$ cat config.mk
export PLATFORM = sky130hd
export DESIGN_NAME = jt51_wrctl
export DESIGN_NICKNAME = d
export VERILOG_FILES = /design/src/rtl/jt51_pkg.sv /design/src/rtl/jt51_wrctl_dec.sv /design/src/rtl/jt51_wrctl.sv
export SDC_FILE = /design/constraint.sdc
export NUM_CORES = 1
export LEC_CHECK = 0
export ABC_CLOCK_PERIOD_IN_PS = 2350
export BUFFER_PORTS_ARGS = -buffer_cell sky130_fd_sc_hd__buf_2
export CAP_MARGIN = 0
export CORE_ASPECT_RATIO = 1.75
export CORE_MARGIN = 2
export CORE_UTILIZATION = 55
export CTS_BUF_LIST = sky130_fd_sc_hd__clkbuf_8
export DETAILED_ROUTE_END_ITERATION = 8
export HOLD_SLACK_MARGIN = 0.05
export PLACE_DENSITY = 0.81
export SYNTH_ARGS = -nofsm -noshare
export SYNTH_HDL_FRONTEND = slang
export SYNTH_HIERARCHICAL = 1
export SYNTH_SLANG_ARGS = --single-unit
$ cat constraint.sdc
create_clock -name clk -period 2.35 [get_ports clk]
set_input_delay 0.3525 -clock clk [delete_from_list [all_inputs] [get_ports clk]]
set_output_delay 0.3525 -clock clk [all_outputs]
set_load 0.005 [all_outputs]
$ cat src/rtl/jt51_pkg.sv
// Shared definitions for the JT51 CPU write controller: register addresses,
// address-group codes and the packed register-file update strobe bundle.
package jt51_pkg;

  localparam int BUSY_CYC_DEF = 32;

  // Global register addresses
  localparam logic [7:0] REG_TEST   = 8'h01;
  localparam logic [7:0] REG_KEYON  = 8'h08;
  localparam logic [7:0] REG_NOISE  = 8'h0F;
  localparam logic [7:0] REG_CLKA1  = 8'h10;
  localparam logic [7:0] REG_CLKA2  = 8'h11;
  localparam logic [7:0] REG_CLKB   = 8'h12;
  localparam logic [7:0] REG_TIMER  = 8'h14;
  localparam logic [7:0] REG_LFRQ   = 8'h18;
  localparam logic [7:0] REG_PMDAMD = 8'h19;
  localparam logic [7:0] REG_CTW    = 8'h1B;

  // addr[7:5] selects the register group for 0x20-0xFF
  localparam logic [2:0] GRP_CH    = 3'd1;
  localparam logic [2:0] GRP_DT1   = 3'd2;
  localparam logic [2:0] GRP_TL    = 3'd3;
  localparam logic [2:0] GRP_KS    = 3'd4;
  localparam logic [2:0] GRP_AMSEN = 3'd5;
  localparam logic [2:0] GRP_DT2   = 3'd6;
  localparam logic [2:0] GRP_D1L   = 3'd7;

  // addr[4:3] selects the channel-wide register inside GRP_CH
  localparam logic [1:0] SUB_RL  = 2'd0;
  localparam logic [1:0] SUB_KC  = 2'd1;
  localparam logic [1:0] SUB_KF  = 2'd2;
  localparam logic [1:0] SUB_PMS = 2'd3;

  typedef struct packed {
    logic rl;
    logic kc;
    logic kf;
    logic pms;
    logic dt1;
    logic tl;
    logic ks;
    logic amsen;
    logic dt2;
    logic d1l;
    logic keyon;
  } upd_t;

endpackage

$ cat src/rtl/jt51_wrctl_dec.sv
// Combinational address decode: selected register address to a single update
// strobe plus the operator/channel it targets.
module jt51_wrctl_dec
  import jt51_pkg::*;
(
  input  logic [7:0] addr,
  output upd_t       up,
  output logic [1:0] op,
  output logic [2:0] ch
);

  always_comb begin
    // NOTE: every output gets a default first so no path leaves it unassigned,
    // which would otherwise infer a latch.
    up = '0;
    op = '0;
    ch = '0;
    if (addr == REG_KEYON) up.keyon = 1'b1;
    if (addr[7:5] != 3'd0) begin
      ch = addr[2:0];
      if (addr[7:5] == GRP_CH) begin
        // Channel-wide registers have no operator; addr[4:3] picks the register
        case (addr[4:3])
          SUB_RL:  up.rl  = 1'b1;
          SUB_KC:  up.kc  = 1'b1;
          SUB_KF:  up.kf  = 1'b1;
          SUB_PMS: up.pms = 1'b1;
          default: ;
        endcase
      end else begin
        op = addr[4:3];
        case (addr[7:5])
          GRP_DT1:   up.dt1   = 1'b1;
          GRP_TL:    up.tl    = 1'b1;
          GRP_KS:    up.ks    = 1'b1;
          GRP_AMSEN: up.amsen = 1'b1;
          GRP_DT2:   up.dt2   = 1'b1;
          GRP_D1L:   up.d1l   = 1'b1;
          default:   ;
        endcase
      end
    end
  end

endmodule

$ cat src/rtl/jt51_wrctl.sv
// JT51 CPU write controller: edge-detects CPU writes, holds each data write
// toward the register file for one slot rotation and updates global registers.
module jt51_wrctl
  import jt51_pkg::*;
#(
  parameter int BUSY_CYC = BUSY_CYC_DEF
) (
  input  logic       clk,
  input  logic       rst_n,
  input  logic       cen,
  input  logic       cs_n,
  input  logic       wr_n,
  input  logic       a0,
  input  logic [7:0] din,
  output logic       busy,
  output logic [7:0] dout,
  output logic [1:0] op,
  output logic [2:0] ch,
  output logic       up_rl,
  output logic       up_kc,
  output logic       up_kf,
  output logic       up_pms,
  output logic       up_dt1,
  output logic       up_tl,
  output logic       up_ks,
  output logic       up_amsen,
  output logic       up_dt2,
  output logic       up_d1l,
  output logic       up_keyon,
  output logic [9:0] value_A,
  output logic [7:0] value_B,
  output logic       load_A,
  output logic       load_B,
  output logic       en_irq_A,
  output logic       en_irq_B,
  output logic       csm,
  output logic       clr_flag_A,
  output logic       clr_flag_B,
  output logic       lfo_rst,
  output logic [7:0] lfo_freq,
  output logic [1:0] lfo_w,
  output logic [6:0] amd,
  output logic [6:0] pmd,
  output logic [1:0] ct,
  output logic [4:0] nfrq,
  output logic       ne
);

  localparam int CW = $clog2(BUSY_CYC + 1);

  logic          wr_req, wr_prev, wr_edge;
  logic          accept_addr, accept_data;
  logic [1:0]    rdy_sr;
  logic [7:0]    sel_addr;
  logic [CW-1:0] cnt;
  upd_t          dec_up, up_q;
  logic [1:0]    dec_op;
  logic [2:0]    dec_ch;

  assign wr_req      = !cs_n && !wr_n;
  assign wr_edge     = wr_req && !wr_prev && rdy_sr[1];
  assign accept_addr = wr_edge && !a0;
  assign accept_data = wr_edge && a0 && !busy;

  jt51_wrctl_dec u_dec (
    .addr (sel_addr),
    .up   (dec_up),
    .op   (dec_op),
    .ch   (dec_ch)
  );

  // rdy_sr fills with ones over two clocks after reset release
  always_ff @(posedge clk or negedge rst_n) begin
    // NOTE: state registers use non-blocking assignments so every flop
    // samples pre-edge values regardless of statement order.
    if (!rst_n) begin
      rdy_sr   <= '0;
      wr_prev  <= 1'b0;
      sel_addr <= '0;
    end else begin
      rdy_sr  <= {rdy_sr[0], 1'b1};
      wr_prev <= wr_req;
      if (accept_addr) sel_addr <= din;
    end
  end

  always_ff @(posedge clk or negedge rst_n) begin
    if (!rst_n) begin
      busy <= 1'b0;
      cnt  <= '0;
      up_q <= '0;
      dout <= '0;
      op   <= '0;
      ch   <= '0;
    end else if (accept_data) begin
      busy <= 1'b1;
      cnt  <= CW'(BUSY_CYC);
      up_q <= dec_up;
      dout <= din;
      op   <= dec_op;
      ch   <= dec_ch;
    end else if (busy && cen) begin
      cnt <= cnt - CW'(1);
      if (cnt == CW'(1)) begin
        busy <= 1'b0;
        up_q <= '0;
      end
    end
  end

  always_ff @(posedge clk or negedge rst_n) begin
    if (!rst_n) begin
      value_A    <= '0;
      value_B    <= '0;
      load_A     <= 1'b0;
      load_B     <= 1'b0;
      en_irq_A   <= 1'b0;
      en_irq_B   <= 1'b0;
      csm        <= 1'b0;
      clr_flag_A <= 1'b0;
      clr_flag_B <= 1'b0;
      lfo_rst    <= 1'b0;
      lfo_freq   <= '0;
      lfo_w      <= '0;
      amd        <= '0;
      pmd        <= '0;
      ct         <= '0;
      nfrq       <= '0;
      ne         <= 1'b0;
    end else begin
      // Flag clears last until the next cen; a new 0x14 write below overrides
      if (cen) begin
        clr_flag_A <= 1'b0;
        clr_flag_B <= 1'b0;
      end
      if (accept_data) begin
        case (sel_addr)
          REG_TEST:  lfo_rst <= din[1];
          REG_NOISE: begin
            ne   <= din[7];
            nfrq <= din[4:0];
          end
          REG_CLKA1: value_A[9:2] <= din;
          REG_CLKA2: value_A[1:0] <= din[1:0];
          REG_CLKB:  value_B <= din;
          REG_TIMER: begin
            load_A     <= din[0];
            load_B     <= din[1];
            en_irq_A   <= din[2];
            en_irq_B   <= din[3];
            clr_flag_A <= din[4];
            clr_flag_B <= din[5];
            csm        <= din[7];
          end
          REG_LFRQ:  lfo_freq <= din;
          REG_PMDAMD: begin
            if (din[7]) pmd <= din[6:0];
            else        amd <= din[6:0];
          end
          REG_CTW: begin
            ct    <= din[7:6];
            lfo_w <= din[1:0];
          end
          default: ;
        endcase
      end
    end
  end

  assign up_rl    = up_q.rl;
  assign up_kc    = up_q.kc;
  assign up_kf    = up_q.kf;
  assign up_pms   = up_q.pms;
  assign up_dt1   = up_q.dt1;
  assign up_tl    = up_q.tl;
  assign up_ks    = up_q.ks;
  assign up_amsen = up_q.amsen;
  assign up_dt2   = up_q.dt2;
  assign up_d1l   = up_q.d1l;
  assign up_keyon = up_q.keyon;

endmodule

==> results.md, run 1 <==
Run status:
- The run finished with clean final reports.

Detailed routing:
- The remaining number of nets flagged by the antenna check after routing is 0.
- The routed design has 9.51 mm of wire.
- After detailed routing, the average wire length per cell comes to 18.9 um.
- After detailed routing, the number of vias per cell comes to 5.77.
- The detailed-routing iteration count for the pre-antenna-repair pass is 4.
- The overall via count from detail_route is 2901.
- The first routing iteration left 139 violations.
- The final routed DRC violation total is 0.

STA:
- The worst path in the final design needs a cycle of 2120 ps, including I/O delays and setup.
- The highest clock frequency the design can meet is 471 MHz.
- The worst slew margin relative to its limit is 0.586.
- Setup repair after global routing left no endpoint under its margin.
- The setup skew after layout is 11.2 ps.
- The minimum hold slack is 180 ps.
- The total negative setup slack is 0 ps.
- The final setup slack of the worst path is 226 ps.
- The count of final max-slew check failures is 0.
- The setup-violating endpoint count in the final report is 0.
- The final-report hold violation count was 0.
- For the pin with the worst max-slew slack, the measured transition is 620 ps.
- In the finished design, the share of the clock period the worst path needs comes to 0.904.

Setup path:
- STA classifies the critical path endpoint as a flip-flop.
- The number of buffer and inverter stages on the critical path is 0.
- The slowest library cell on the worst path is nand4_1.
- The critical path class is flip-flop to flip-flop.
- The worst setup path is launched from a flip-flop.
- The data required time at the worst endpoint is 2600 ps.
- The longest individual stage delay on the worst path is 530 ps.
- Traced cell by cell, the critical path runs through nor4b_4, nand4_1, mux2_2.
- The maximum fanout encountered on the critical timing path is 11.
- Grouping stages by cell kind, the critical path spends the most delay in simple AND/OR/NAND/NOR gates.
- At the worst endpoint, the arrival time is 2380 ps.

Die:
- The core area is 7510 sq um.
- For this configuration, the core starts out at a cell density of 0.566.
- The floorplan step set the die height to 120 um.
- The die covers 8480 sq um.
- After floorplanning, the core was divided into 42 placement rows.
- For this design the top-level I/O count stands at 97.
- The die span in x is 70.5 um.

Placement:
- Detailed placement ended at an HPWL of 6.79 mm.
- The worst-case setup slack after placement is 250 ps.
- Summing all placed instances gives a cell area of 4840 sq um.
- The total placed cells including tap cells is 486.
- Input and output buffers added on the ports amount to 96.
- The congestion estimate from routability-driven global placement came to 0.869.

Power:
- The worst-case IR drop observed on VDD is 0.000602 V.
- The power per cell area is 873 nW/um^2.
- The fraction of power spent switching nets is 0.294.
- The share of total power dissipated in sequential elements is 0.519.
- The standby leakage power is 2.68 nW.
- The completed layout was analyzed and its total power is 4.43 mW.
- The power spent charging and discharging nets is 1.30 mW.
- The share of total power dissipated in the clock network is 0.272.
- The combinational cell fraction of total power is 0.209.
- Internal power comes to 3.13 mW.

CTS:
- The number of post-CTS setup repair buffers is 0.
- The clock tree from TritonCTS is yes.
- Gates resized during post-CTS repair numbered 0.
- The buffer type at the clock tree root is clkbuf_8.
- The clock-pin slew on the worst setup and hold paths is 100 ps.
- The level count of the clock H-tree is 3.
- The number of buffers added to fix hold violations after cts is 1.
- The clock net in this run drives a total of 100 sinks.
- Counting along the longest clock path gives a buffer depth of 2.
- The TritonCTS buffer count is 9.
- The clock reaches the later pin of the worst-skew pair after 370 ps.

Synth:
- In this run, synthesis inferred 0 flip-flops with an integrated enable.
- After synthesis, the mean cell area works out to 13.7 sq um.
- The mapped netlist covers 4260 sq um.
- The synthesized netlist cell count is 311.
- The async set-reset flop share out of synthesis is 1.00.
- The number of storage elements in the synthesis netlist is 100.
- The flip-flop cell with the highest count after synthesis is dfrtp_1.
- The count of distinct cell types in the synthesized netlist is 45.
- The number of warnings issued by yosys is 6.
- The total nets after synthesis is 327.
- For this run, the register share of the synthesized area comes to 0.588.

Run:
- Across the run, the number of max-cap violations was 0.

Global route:
- The largest net degree at the start of global routing is 53.
- The remaining global-route overflow is 0.
- For this run, the total global-route usage over all layers was measured as 0.235.
- The wire length of the first global-routing pass is 15.1 mm.
- The initial antenna violation count is 0.
- The via count of the first global-routing pass is 3024.

Layout:
- 0 antenna diodes ended up in the layout.
- Relative to the synthesized area, the layout overhead comes to 19.3%.
- At the end of the flow the core is filled with cells to 0.676.
- The finished layout holds 503 standard cells, fillers aside.
- The ratio of cells with drive above 1 in the final layout is 0.504.
- The net count of the finished layout is 426.
- The finished cells cover 5080 sq um.

Hold path:
- The worst hold path belongs to the class input port to flip-flop.
## registers in the layout (all words and copies together) (netlist names), 2 cells and up
name      cells
amd           7
ch            3
cnt           6
ct            2
dout          8
lfo_freq      8
lfo_w         2
nfrq          5
op            2
pmd           7
rdy_sr        2
sel_addr      8
value_A      10
value_B       8
## power groups by stage
stage	sequential [mW]	clock (mW)	combinational (mW)
finish	2.30	1.21	0.927
detailed placement	2.33	0	0.937
floorplan	2.26	0	0.564
global placement	2.30	0	0.898
CTS	2.30	1.24	0.945
global route	2.34	1.30	1.04
## path summary, 6_finish.rpt
check                       startpoint    endpoint  slack, ps  depth (start not counted)
min                               cs_n     wr_prev        180                          2
max                        sel_addr[7]  value_B[3]        230                          3
min reg2reg                  rdy_sr[0]   rdy_sr[1]        360                          0
max in group asynchronous        rst_n  value_A[9]       1120                          3
min in group asynchronous        rst_n    lfo_w[1]        540                          2
max reg2reg                sel_addr[7]  value_B[3]        230                          3
## cells in the mapped netlist, types with 3 or more instances
library cell	instances	share of area
nand4_1	9	0.013
nor4_1	4	0.0059
mux2_2	78	0.21
nand2_1	5	0.0044
dfrtp_1	100	0.59
o31ai_1	12	0.021
nor4b_1	4	0.0082
a21oi_1	3	0.0035
nand3_1	12	0.014
inv_1	15	0.013
nor3b_1	3	0.0053
nor2_1	5	0.0044
nor2b_1	8	0.012
clkbuf_1	10	0.0088
nor3_1	3	0.0035
## worst register-to-register path, stage by stage (launching register included)
cell	delay (ps)
dfrtp_1	520
nor4b_4	500
nand4_1	530
mux2_2	460
## layout make-up
type                       count  area (sq um)
sequential                   100          2500
fill                         562          2440
multi-input combinational    180          1630
timing repair buffer         104           558
clock buffer                  10           138
tap                           88           110
clock inverter                 6          87.6
inverter                      15          56.3
## placed cells by master (no fill, tap or decap), types with 2 or more instances in the layout
cell type   count
nor2_1          5
ha_1            2
nor3b_1         3
nor4b_2         2
bufinv_16       2
clkbuf_8       10
nand4_1         9
mux2_2         78
clkinvlp_4      3
dfrtp_1       100
or3_1           2
buf_4           7
nand3_1        12
a21oi_1         3
inv_1          15
or4_1           2
nand2_1         5
nor2b_1         8
mux2i_1         2
nor4b_1         4
nor3_1          3
buf_2          95
nor4_1          4
and4b_1         2
and3_2          2
o31ai_1        12
o21ai_0         2
## logic make-up after synthesis
| kind of cell | synth area share |
|---|---|
| adders and majority gates | 0.00588 |
| buffers and inverters | 0.0300 |
| other | 0.000881 |
| xor gates and xnor gates | 0.00206 |
| and+or+nand+nor | 0.127 |
| DFF | 0.588 |
| AOI/OAI and AO/OA | 0.0323 |
| muxes | 0.214 |
## routing by layer
metal  share of wire  global-route usage  up-vias
met5               0                   0        -
li1                -                   -     1317
met4           0.032               0.108        0
met1            0.37               0.272     1480
met2            0.55               0.406       81
met3           0.050              0.0592       23
Power figures use the tool's default switching activity.
==> run 2: changes to the inputs <==
--- a/config.mk
+++ b/config.mk
@@ -6,15 +6,15 @@
 export NUM_CORES = 1
 export LEC_CHECK = 0
 export ABC_CLOCK_PERIOD_IN_PS = 2350
-export BUFFER_PORTS_ARGS = -buffer_cell sky130_fd_sc_hd__buf_2
 export CAP_MARGIN = 0
 export CORE_ASPECT_RATIO = 1.75
 export CORE_MARGIN = 2
 export CORE_UTILIZATION = 55
 export CTS_BUF_LIST = sky130_fd_sc_hd__clkbuf_8
 export DETAILED_ROUTE_END_ITERATION = 8
+export DONT_BUFFER_PORTS = 1
 export HOLD_SLACK_MARGIN = 0.05
-export PLACE_DENSITY = 0.81
+export PLACE_DENSITY = 0.7
 export SYNTH_ARGS = -nofsm -noshare
 export SYNTH_HDL_FRONTEND = slang
 export SYNTH_HIERARCHICAL = 1
==> run 2 against run 1 <==
  * Sequential power grew 2%
  * Flip-flop and latch count is the same
  * Core utilization shrank 5.9 points
  * The flow now finishes with violations (negative hold slack)
  * Register-to-register slack gained 120 ps
  * Clock-buffer cell count grew 2
  * Wire length shrank 4.0%
  * Clock power is essentially flat
==> results.md, run 2 (synthesis results as in run 1) <==
Setup path:
- The data required time at the worst endpoint was 2600 ps (about the same).
- The register-to-register setup slack is 340 ps (+120 ps).
- The maximum fanout encountered on the critical timing path is 9 (-2).
- The most critical setup path has its endpoint at lfo_rst.
- The depth of the worst register-to-register path was 3 (unchanged).
- The critical path class is flip-flop to flip-flop.
- The longest individual stage delay on the worst path is 610 ps (+80 ps).
- The critical path starts at sel_addr[4].
- Grouping stages by cell kind, the critical path spends the most delay in simple AND/OR/NAND/NOR gates.
- The arrival time at the worst endpoint is 2260 ps (-120 ps).
- The number of buffer and inverter stages on the critical path came to 0 (unchanged).
- The number of gates on the worst path with buffers counted is 3 (unchanged).
- STA classifies the critical path startpoint as a flip-flop.
- The end of the worst register-to-register path is lfo_rst.
- The slowest library cell on the worst path is or4_1.
- The launch point of the worst reg-to-reg path is sel_addr[4].
- Traced cell by cell, the critical path runs through or4_1, or4b_1, mux2_1.
- The worst setup path is captured at a flip-flop.

Detailed routing:
- The final routed DRC violation total is 0 (unchanged).
- The overall via count from detail_route is 2488 (-14%).
- The detail-routed via count per cell is 6.04 (+4.7%).
- The remaining number of nets flagged by the antenna check after routing is 0 (unchanged).
- The detailed-routing iteration count for the pre-antenna-repair pass is 4 (unchanged).
- The violation count after the first detailed-route iteration was 144 (+3.6%).
- The wire length per cell after detailed routing is 22.2 um (+17%).
- The wire length after detailed routing is 9.13 mm (-4.0%).

Layout:
- Compared with the post-synthesis result, the final layout area differs by 8.88%.
- The share of the core filled with cells was 0.617 (-0.0591).
- The flip-flop and latch area came to 2500 sq um (unchanged).
- The final instance area was 4630 sq um (-8.7%).
- The ratio of cells with drive above 1 in the final layout is 0.358 (-0.146).
- The number of flip-flops in the largest register is 10 (unchanged).
- The final cell count without fillers was 412 (-18%).
- The leading cell type in the layout, fill and taps excluded is dfrtp_1.
- The area of the multi-input gates is 1630 sq um (unchanged).
- Leaving out fill and tap cells, the most frequent cells in the layout are dfrtp_1 (100), mux2_2 (78), inv_1 (16).
- The total number of nets in the final design came to 335 (-21%).
- The number of antenna diodes came to 0 (unchanged).
- The final-layout fill cell count is 599 (+6.6%).
- The largest register by flop count is value_A.

Power:
- The power per cell area is 911 nW/um^2 (+4.4%).
- The peak supply drop was 0.000538 V (-11%).
- The final total power came to 4.22 mW (-4.8%).
- The standby leakage power was 2.22 nW (-17%).

STA:
- The final-report hold violation count is 100 (+100).
- The highest clock frequency the design can meet was 498 MHz (+5.7%).
- The final setup slack of the worst path was 342 ps (+115 ps).
- The minimum hold slack was -325 ps (-505 ps).
- The count of final max-slew check failures is 0 (unchanged).
- The setup skew after layout is 12.1 ps (+0.909 ps).
- The post-route minimum period came to 2010 ps (-115 ps).
- The total negative setup slack is 0 ps (unchanged).
- The setup-violating endpoint count in the final report is 0 (unchanged).
- Setup repair after global routing left no endpoint under its margin.
- The final critical-path share of the clock period is 0.855 (-0.0491).

Die:
- The number of ports placed on the die boundary is 97 (unchanged).
- The core area is 7510 sq um (unchanged).
- The effective utilization at floorplan is 0.566 (unchanged).
- The die span in x is 70.5 um (unchanged).
- The total number of placement rows is 42 (unchanged).
- The area enclosed by the die boundary is 8480 sq um (unchanged).
- The floorplan die height was 120 um (unchanged).

CTS:
- The number of buffers on the longest clock path is 2 (unchanged).
- The TritonCTS buffer count came to 9 (unchanged).
- The count of cells resized by post-cts repair is 0 (unchanged).
- The number of post-CTS setup repair buffers is 0 (unchanged).
- The number of buffers added to fix hold violations after cts came to 2 (+1).
- The clock-pin slew on the worst setup and hold paths is 90 ps (about the same).
- The insertion delay to the later sink of the worst-skew pair was 370 ps (about the same).
- CTS placed an instance of clkbuf_8 at the clock tree root.
- The level count of the clock H-tree is 3 (unchanged).
- TritonCTS built the clock tree.
- The count of clock tree sinks is 100 (unchanged).

Global route:
- The via count of the first global-routing pass came to 2635 (-13%).
- The remaining global-route overflow was 0 (unchanged).
- The overall global routing resource usage is 0.235 (about the same).
- The wire length of the first global-routing pass is 15.0 mm (-0.74%).
- The largest net degree at the start of global routing was 101 (+91%).
- The initial antenna violation count is 0 (unchanged).

Hold path:
- The path category of the worst min-delay check is input port to asynchronous set/reset pin.

Placement:
- The total placed cells including tap cells is 394 (-19%).
- The weighted congestion at the end of routability-driven global placement is 0.800 (-8.0%).
- The HPWL after detailed placement is 6.41 mm (-5.7%).
- The worst-case setup slack after placement is 359 ps (+109 ps).
- The count of input and output buffers is 0 (-100%).
- The placed standard-cell area is 4380 sq um (-9.6%).

Run status:
- The run finished, with violations left.
- The checks that failed: negative hold slack.

Run:
- The number of maximum-capacitance violations is 0 (unchanged).
[run 2: cell count changes in the layout (fill, tap and decap cells not counted)]
| cell | delta |
|---|---|
| buf_2 | -95 |
| buf_4 | +4 |
| clkbuf_8 | +2 |
| clkinvlp_4 | -2 |
| buf_12 | -1 |
| clkinv_2 | -1 |
| dlygate4sd3_1 | +1 |
| inv_1 | +1 |
[run 2: worst min-delay path by stage]
| stage | startpoint | endpoint | slack, ps |
|---|---|---|---|
| final | rst_n | pmd[0] | -320 |
| after global routing | rst_n | pmd[0] | -360 |
| after CTS | rst_n | ct[1] | -350 |
| after detailed placement | rst_n | cnt[2] | 60 |
| after global placement | rst_n | value_A[1] | 60 |
| after floorplan | rst_n | amd[0] | 60 |
[run 2: layer usage]
layer | global-route usage | wire length, um
met1 | 0.279 | 3470
met2 | 0.404 | 5050
met3 | 0.0658 | 463
met4 | 0.0853 | 148
met5 | 0 | 0
[run 2: final cells by class]
| type | count | share of cell area |
|---|---|---|
| inverters | 15 | 0.0122 |
| multi-input cells | 180 | 0.351 |
| clock inverters | 4 | 0.0154 |
| flip-flops and latches | 100 | 0.540 |
| clock buffers | 12 | 0.0356 |
| well taps | 88 | 0.0238 |
| repair buffers | 13 | 0.0221 |
[run 2: report_power, final]
part / total [mW] / switching [mW] / internal (mW)
sequential: 2.35 / 0.333 / 2.02
clock: 1.24 / 0.558 / 0.683
combinational: 0.626 / 0.287 / 0.339
